==> src/rtl/pos_table_engine.sv <==
// rtl/pos_table_engine.sv - programmable product-of-sums function unit
// Maxterm mask with a one-stage valid/ready evaluator and a maxterm-count sweep FSM.
module pos_table_engine #(
  parameter int N_IN = 4,
  parameter logic [(1<<N_IN)-1:0] MAXTERM_INIT = 16'h551F
) (
  input  logic            clk,
  input  logic            rst,
  input  logic            in_valid,
  output logic            in_ready,
  input  logic [N_IN-1:0] in_data,
  output logic            out_valid,
  input  logic            out_ready,
  output logic            f_out,
  input  logic            cfg_we,
  input  logic [N_IN-1:0] cfg_addr,
  input  logic            cfg_val,
  input  logic            sweep_start,
  output logic            sweep_busy,
  output logic            sweep_done,
  output logic [N_IN:0]   zero_count
);

  localparam int SIZE = 1 << N_IN;

  typedef enum logic [1:0] {IDLE, SWEEP, DONE} state_t;

  state_t          state, state_next;
  logic [SIZE-1:0] mask;
  logic [N_IN-1:0] idx;
  logic [N_IN:0]   acc;
  logic [N_IN:0]   acc_next;
  logic            accept;
  logic            idx_last;

  assign sweep_busy = (state == SWEEP);
  assign sweep_done = (state == DONE);
  assign in_ready   = !sweep_busy && (!out_valid || out_ready);
  assign accept     = in_valid && in_ready;
  assign idx_last   = &idx;
  assign acc_next   = acc + {{N_IN{1'b0}}, mask[idx]};

  always_ff @(posedge clk or posedge rst) begin
    if (rst) begin
      state <= IDLE;
    end else begin
      state <= state_next;
    end
  end

  always_comb begin
    state_next = state;
    case (state)
      IDLE:    if (sweep_start) state_next = SWEEP;
      SWEEP:   if (idx_last) state_next = DONE;
      DONE:    state_next = IDLE;
      default: state_next = IDLE;
    endcase
  end

  // zero_count is loaded on the exit edge so it is already valid while DONE is shown.
  always_ff @(posedge clk or posedge rst) begin
    if (rst) begin
      idx        <= '0;
      acc        <= '0;
      zero_count <= '0;
    end else begin
      case (state)
        IDLE: begin
          if (sweep_start) begin
            idx <= '0;
            acc <= '0;
          end
        end
        SWEEP: begin
          acc <= acc_next;
          idx <= idx + 1'b1;
          if (idx_last) zero_count <= acc_next;
        end
        default: begin
        end
      endcase
    end
  end

  always_ff @(posedge clk or posedge rst) begin
    if (rst) begin
      mask <= MAXTERM_INIT;
    end else if (cfg_we && !sweep_busy) begin
      mask[cfg_addr] <= cfg_val;
    end
  end

  // Evaluation reads the mask as it stood before any same-edge cfg write.
  always_ff @(posedge clk or posedge rst) begin
    if (rst) begin
      out_valid <= 1'b0;
      f_out     <= 1'b0;
    end else if (accept) begin
      out_valid <= 1'b1;
      f_out     <= ~mask[in_data];
    end else if (out_ready) begin
      out_valid <= 1'b0;
    end
  end

endmodule

==> config.mk <==
export PLATFORM = sky130hd
export DESIGN_NAME = pos_table_engine
export DESIGN_NICKNAME = d
export VERILOG_FILES = /design/src/rtl/pos_table_engine.sv
export SDC_FILE = /design/constraint.sdc
export NUM_CORES = 1
export LEC_CHECK = 0
export BUFFER_PORTS_ARGS = -buffer_cell sky130_fd_sc_hd__buf_4
export CAP_MARGIN = 20
export CORE_ASPECT_RATIO = 0.8
export CORE_MARGIN = 5
export CORE_UTILIZATION = 35
export CTS_CLUSTER_DIAMETER = 50
export DETAILED_ROUTE_END_ITERATION = 7
export SLEW_MARGIN = 20
export SYNTH_ARGS = -nofsm -noshare
export SYNTH_HDL_FRONTEND = slang
export SYNTH_SLANG_ARGS = --single-unit
==> constraint.sdc <==
create_clock -name clk -period 2.6 [get_ports clk]
set_input_delay 0 -clock clk [delete_from_list [all_inputs] [get_ports clk]]
set_output_delay 0 -clock clk [all_outputs]
set_load 0.05 [all_outputs]
==> results of run 1 <==
cells by family after synthesis:
group / share of synthesized area
and+or+nand+nor: 0.162
muxes: 0.232
buffers and inverters: 0.0285
xor gates and xnor gates: 0.0143
adders and majority gates: 0.0204
DFF: 0.468
AOI/OAI and AO/OA: 0.0734
tightest hold or removal path, cell delays in order:
cell and delay (ns):
buf_4 0.07, nand2b_1 0.12, nand2_1 0.06
power groups by stage:
| stage | combinational, mW | sequential [mW] | clock (mW) |
|---|---|---|---|
| 2_1_floorplan | 0.681 | 1.07 | 0 |
| 3_3_place_gp | 1.00 | 1.01 | 0 |
| 3_5_place_dp | 1.03 | 1.03 | 0 |
| 4_1_cts | 1.03 | 1.02 | 0.409 |
| 5_1_grt | 1.12 | 1.07 | 0.431 |
| 6_report | 1.02 | 1.03 | 0.390 |
sequential cells by signal, indices dropped and copies added (netlist names):
register    count
acc             5
f_out           1
idx             4
out_valid       1
state           2
mask           16
zero_count      5
worst paths after layout:
check | endpoint | slack (ns) | cells past startpoint
max in group asynchronous | mask[3] | 1.64 | 4
setup / recovery | zero_count[4] | 0.16 | 7
hold reg to reg | zero_count[1] | 0.52 | 1
min in group asynchronous | zero_count[4] | 0.34 | 3
hold / removal | out_valid | 0.02 | 3
setup reg to reg | zero_count[4] | 0.16 | 7
layer usage:
layer | routed length [microns] | up-vias | global-route usage
li1 | - | 627 | -
met1 | 1870 | 647 | 0.173
met2 | 1900 | 26 | 0.202
met3 | 142 | 7 | 0.0370
met4 | 71 | 0 | 0.0635
met5 | 0 | - | 0
layout make-up:
type / count / area (sq um)
sequential: 34 / 863
timing repair buffer: 28 / 215
inverter: 4 / 15.0
fill: 490 / 2880
clock buffer: 7 / 86.3
multi-input combinational: 112 / 931
tap: 62 / 77.6
layout by cell type, fill, tap and decap left out, types with 2 or more instances in the layout:
cell and n:
buf_4 26, dfrtp_1 24, mux2_2 20, nor2_1 18, nand2_1 11, dfstp_2 9
o21ai_0 6, clkbuf_8 6, nand2b_1 4, mux4_1 4, a21oi_1 3, nand3_1 3
mux2i_1 3, nor3b_1 3, mux4_2 3, nor3_1 3, a22o_1 3, ha_1 3
inv_2 2, and3_1 2, inv_1 2, nor2b_1 2, a21o_1 2, o31ai_1 2
xor2_1 2, nand3b_1 2, nand4b_1 2, dlygate4sd3_1 2
stage by stage:
step                      hold slack [ns]   util  setup slack (ns)  power [mW]  std cells
after floorplan                     0.113      -             0.253        1.75        157
after global placement              0.212  0.410             0.144        2.01        238
after detailed placement            0.226  0.410            0.0623        2.06        238
after CTS                         0.00788  0.429            0.0518        2.46        246
after global routing               0.0364  0.432           0.00251        2.62        247
final                              0.0211  0.432             0.158        2.44        247
timing repair:
item,4_1_cts,5_1_grt
buffers inserted,0,0
hold buffers,1,1
setup endpoints to repair,0,2
resized for setup,0,2
hold endpoints to repair,1,25
==> impl_metrics.json, run 1 <==
{
  "peakVddDrop_uv": 564,
  "cp_max_fo": 8,
  "slowest_stage": "mux4_1",
  "slowest_delay_ns": 0.58,
  "synthArstFlopShare": 1.00,
  "antenna_cells": 0,
  "path_clk_slew_ns": 0.07,
  "grt_pass1_vias": 1364,
  "numCtsBuffers": 5,
  "clock.fmax_ghz": 0.409,
  "coreArea_sq_um": 5060,
  "crit_top_cell": "ha_1",
  "first_pass_iters": 4,
  "arrival_ns": 2.61,
  "synth_area_leaders": "dfrtp_1 (34%), dfstp_2 (13%), mux2_2 (12%), mux4_1 (5.7%), nor2_1 (3.7%)",
  "rsz0062_at_grt": "no",
  "avgSynthCellArea_sq_um": 11.7,
  "ys_ff_latch": 34,
  "p_switching_uw": 945,
  "critPathBufInv": 0,
  "totalWireLength_mm": 3.98,
  "p_per_area_nw_per_um2": 1110,
  "synth_top_area_frac": 0.340,
  "ys_types": 38,
  "drv_cap": 0,
  "post_drt_wl_per_cell_microns": 16.1,
  "synth_area_leader_cell": "dfrtp_1",
  "drc": 0,
  "syn-instance-count": 157,
  "place.gp.congestion": 0.783,
  "cts_root_buf": "clkbuf_8",
  "fp.dieArea_sq_um": 6820,
  "hpwlAfterDp_mm": 3.03,
  "syn_nets": 175,
  "final_antenna_net_count": 0,
  "clkPwrFrac": 0.160,
  "io_buffer_count": 24,
  "yosys-top-cells-count": "dfrtp_1 (25), mux2_2 (20), nor2_1 (18)",
  "critical_path.top_delay_family": "multiplexers",
  "hp-start": "out_ready",
  "fp.dieH_microns": 74.9,
  "syn_area_sq_um": 1840,
  "drt_iter0_drc": 95,
  "hold_violations": 0,
  "routed-via-count": 1307,
  "synthToLayoutAreaGrowth_pct": 18.9,
  "seqPwrFrac": 0.422,
  "finalCritPeriodShare": 0.939,
  "comb_power_share": 0.418,
  "grtUsageTotal": 0.131,
  "swShare": 0.388,
  "cts_tree": "done",
  "synth_warnings": 0,
  "grt_first_pass_wirelength_mm": 6.93,
  "overflow": 0,
  "clock-sinks": 34,
  "clock_latency_ns": 0.29,
  "yosysMostFrequentCell": "dfrtp_1",
  "fin_nets": 203,
  "tightest_slew_ns": 0.747,
  "vias_per_cell": 5.29,
  "antenna_found_initial": 0,
  "drive_gt1_frac": 0.378,
  "tns_ns": 0,
  "crit_path_start_kind": "flop",
  "yosysSeqAreaShare": 0.468,
  "start_util": 0.363,
  "p_leak_nw": 0.975,
  "crit_type": "reg -> reg",
  "maxSlewViolCount": 0,
  "slew_headroom": 0.501,
  "holdCritPathClass": "in -> reg",
  "synth_edf_count": 0,
  "postPlaceCellArea_sq_um": 2080,
  "crit_chain": "mux4_1, mux4_2, ha_1, ha_1, nand3_2, xor2_1, a21oi_1",
  "num_rows": 23,
  "fp.dieW_microns": 91.1,
  "fin_area_sq_um": 2190,
  "finClkSkew_ns": 0.0125,
  "crit_start": "idx[0]",
  "status": "complete, no violations",
  "htree_levels": 2,
  "clock_path_buffers": 2,
  "finalSetupViolCount": 0,
  "rr_startpoint": "idx[0]",
  "grt_start_max_net_pins": 29,
  "ys.flop_type": "dfrtp_1",
  "ios": 25,
  "p_int_mw": 1.49,
  "post-route-min-period_ns": 2.44,
  "cp-end-kind": "flop",
  "critPathRequiredTime_ns": 2.76
}
Power figures use the tool's default switching activity.
==> run 2, diff against run 1 <==
- ABC_AREA: default -> 1
==> run 2 against run 1 <==
Fmax up 11%. Power increased by 3.7%. Synthesized cell count is 39% higher. Clock-buffer cell count is the same. Non-clock buffer count stayed put. Wire length grew 5.0%. Largest cell class is now flip-flops and latches. Cell count is 26% higher.
==> impl_metrics.json, run 2 <==
{
  "crit_cells": 11,
  "hpwlAfterDp_mm": 3.09,
  "worst_hold_slack_ns": 0.0879,
  "ys_ff_latch": 34,
  "ys_types": 27,
  "ys.flop_type": "dfrtp_1",
  "peakVddDrop_uv": 494,
  "critical_path.top_delay_family": "flip-flops",
  "synth_edf_count": 0,
  "drive_gt1_frac": 0.208,
  "cts_tree": "done",
  "reg2reg_setup_slack_ns": 0.40,
  "cp_max_fo": 12,
  "yosys-top-cells-count": "nand2_1 (48), dfrtp_1 (25), inv_1 (23), nand3_1 (23)",
  "grt_pass1_vias": 1441,
  "antenna_found_initial": 0,
  "cts_root_buf": "clkbuf_8",
  "synth_area_leader_cell": "dfrtp_1",
  "crit_end": "zero_count[2]",
  "reg2reg_to": "zero_count[2]",
  "start_util": 0.359,
  "setup_ws_ns": 0.399,
  "yosysMostFrequentCell": "nand2_1",
  "synthArstFlopShare": 1.00,
  "syn-instance-count": 218,
  "fin_nets": 267,
  "crit_start": "idx[0]",
  "crit_chain": "inv_1, nor2_1, nor2_1, o21ai_0, o211ai_1, nand3_1, nand2_1, ha_1, ha_1, xor2_1, mux2_2",
  "tns_ns": 0,
  "drt_iter0_drc": 98,
  "drv_cap": 0,
  "clock_path_buffers": 2,
  "layout_common_cells": "nand2_1 (48), dfrtp_1 (25), buf_4 (25)",
  "reg_top3": "mask (16), acc (5), zero_count (5)",
  "fp.dieW_microns": 90.1,
  "utilization": 0.432,
  "rsz0062_at_grt": "no",
  "finalSetupViolCount": 0,
  "yosysSeqAreaShare": 0.480,
  "final_common_cell": "nand2_1",
  "regMostFlops": "mask",
  "ios": 25,
  "status": "complete, no violations",
  "synthToLayoutAreaGrowth_pct": 20.3,
  "tightest_slew_ns": 0.540,
  "fin_area_sq_um": 2160,
  "grt_start_max_net_pins": 35,
  "cp-end-kind": "flop",
  "post-route-min-period_ns": 2.20,
  "largest_reg_flops": 16,
  "pre_cts_ws_ns": 0.406,
  "p_per_area_nw_per_um2": 1170,
  "place.gp.congestion": 0.800,
  "fp.dieH_microns": 74.1,
  "totalWireLength_mm": 4.18,
  "htree_levels": 2,
  "overflow": 0,
  "final_antenna_net_count": 0,
  "arrival_ns": 2.36,
  "slowest_delay_ns": 0.55,
  "p_leak_nw": 1.01,
  "synth_top_area_frac": 0.348,
  "finClkSkew_ns": 0.00971,
  "r2r_cells": 11,
  "slew_headroom": 0.639,
  "rr_startpoint": "idx[0]",
  "critPathRequiredTime_ns": 2.76,
  "syn_nets": 236,
  "avgSynthCellArea_sq_um": 8.24,
  "hold_violations": 0,
  "met1_usage": 0.193,
  "cts_resized": 0,
  "io_buffer_count": 24,
  "cts_setup_buffers": 0,
  "clock.fmax_ghz": 0.454,
  "crit_path_start_kind": "flop",
  "syn_area_sq_um": 1800,
  "finalCritPeriodShare": 0.847,
  "maxSlewViolCount": 0,
  "synth_area_leaders": "dfrtp_1 (35%), dfstp_2 (13%), nand2_1 (10%), nand3_1 (6.4%), inv_1 (4.8%)",
  "holdCritPathClass": "in -> reg",
  "clock-sinks": 34,
  "critPathBufInv": 1,
  "slowest_stage": "dfrtp_1",
  "fp.dieArea_sq_um": 6680,
  "postPlaceCellArea_sq_um": 2040,
  "grt_first_pass_wirelength_mm": 6.99,
  "routed-via-count": 1557,
  "path_clk_slew_ns": 0.07,
  "post_drt_wl_per_cell_microns": 13.4,
  "hold_buffers": 3,
  "crit_type": "reg -> reg",
  "synth_warnings": 0,
  "met2_usage": 0.191,
  "clock_latency_ns": 0.28,
  "first_pass_iters": 4,
  "grtUsageMet3": 0.0465,
  "drc": 0,
  "antenna_cells": 0,
  "vias_per_cell": 4.99,
  "coreArea_sq_um": 5010,
  "grt-busiest-layer": "met1",
  "grtUsageTotal": 0.132,
  "numCtsBuffers": 5,
  "num_rows": 23
}
-- run 2: layer usage --
layer,up-vias,share of wire
met4,0,0.0072
met5,-,0
met1,710,0.48
met2,45,0.43
li1,797,-
met3,5,0.077
-- run 2: per-stage QoR --
step	power (mW)	instances
after CTS	2.55	312
after detailed placement	2.13	301
final	2.53	312
after global placement	2.12	301
after global routing	2.74	312
after floorplan	1.81	218
-- run 2: tightest hold or removal path, stage by stage --
cell	delay [ns]
buf_4	0.09
nand3_1	0.07
nand2_1	0.07
nand2_1	0.05
nand2_1	0.05
-- run 2: how the worst min path moves through the flow --
| stage | slack, ns | cells past startpoint | startpoint | endpoint |
|---|---|---|---|---|
| 3_5_place_dp | 0.13 | 3 | rst | f_out |
| 5_1_grt | 0.15 | 5 | in_data[3] | f_out |
| 6_report | 0.09 | 5 | in_data[3] | f_out |
| 3_3_place_gp | 0.13 | 3 | rst | f_out |
| 2_1_floorplan | 0.13 | 1 | rst | acc[0] |
| 4_1_cts | 0.09 | 5 | in_data[3] | f_out |
-- run 2: cells by family (layout without fill, tap and decap cells) --
logic type / count (synthesis) / count (layout) / synth area share
buffers and inverters: 28 / 60 / 0.0620
multiplexers: 5 / 5 / 0.0299
AO/OA/AOI/OAI: 49 / 49 / 0.155
adder cells (fa/ha/maj): 3 / 3 / 0.0209
XOR/XNOR: 3 / 3 / 0.0146
AND/OR/NAND/NOR: 96 / 96 / 0.238
flip-flops: 34 / 34 / 0.480
-- run 2: final cells by class --
| cell class | instances | area [sq um] |
|---|---|---|
| Inverter | 24 | 90.1 |
| Fill cell | 540 | 2850 |
| Clock buffer | 7 | 86.3 |
| Sequential cell | 34 | 862 |
| Clock inverter | 1 | 5.00 |
| Timing Repair Buffer | 28 | 218 |
| Tap cell | 62 | 77.6 |
| Multi-Input combinational cell | 156 | 823 |
-- run 2: power breakdown --
part           total, mW  switching (mW)  internal, mW
Clock              0.401           0.187         0.214
Combinational       1.08           0.677         0.407
Sequential          1.04           0.237         0.803
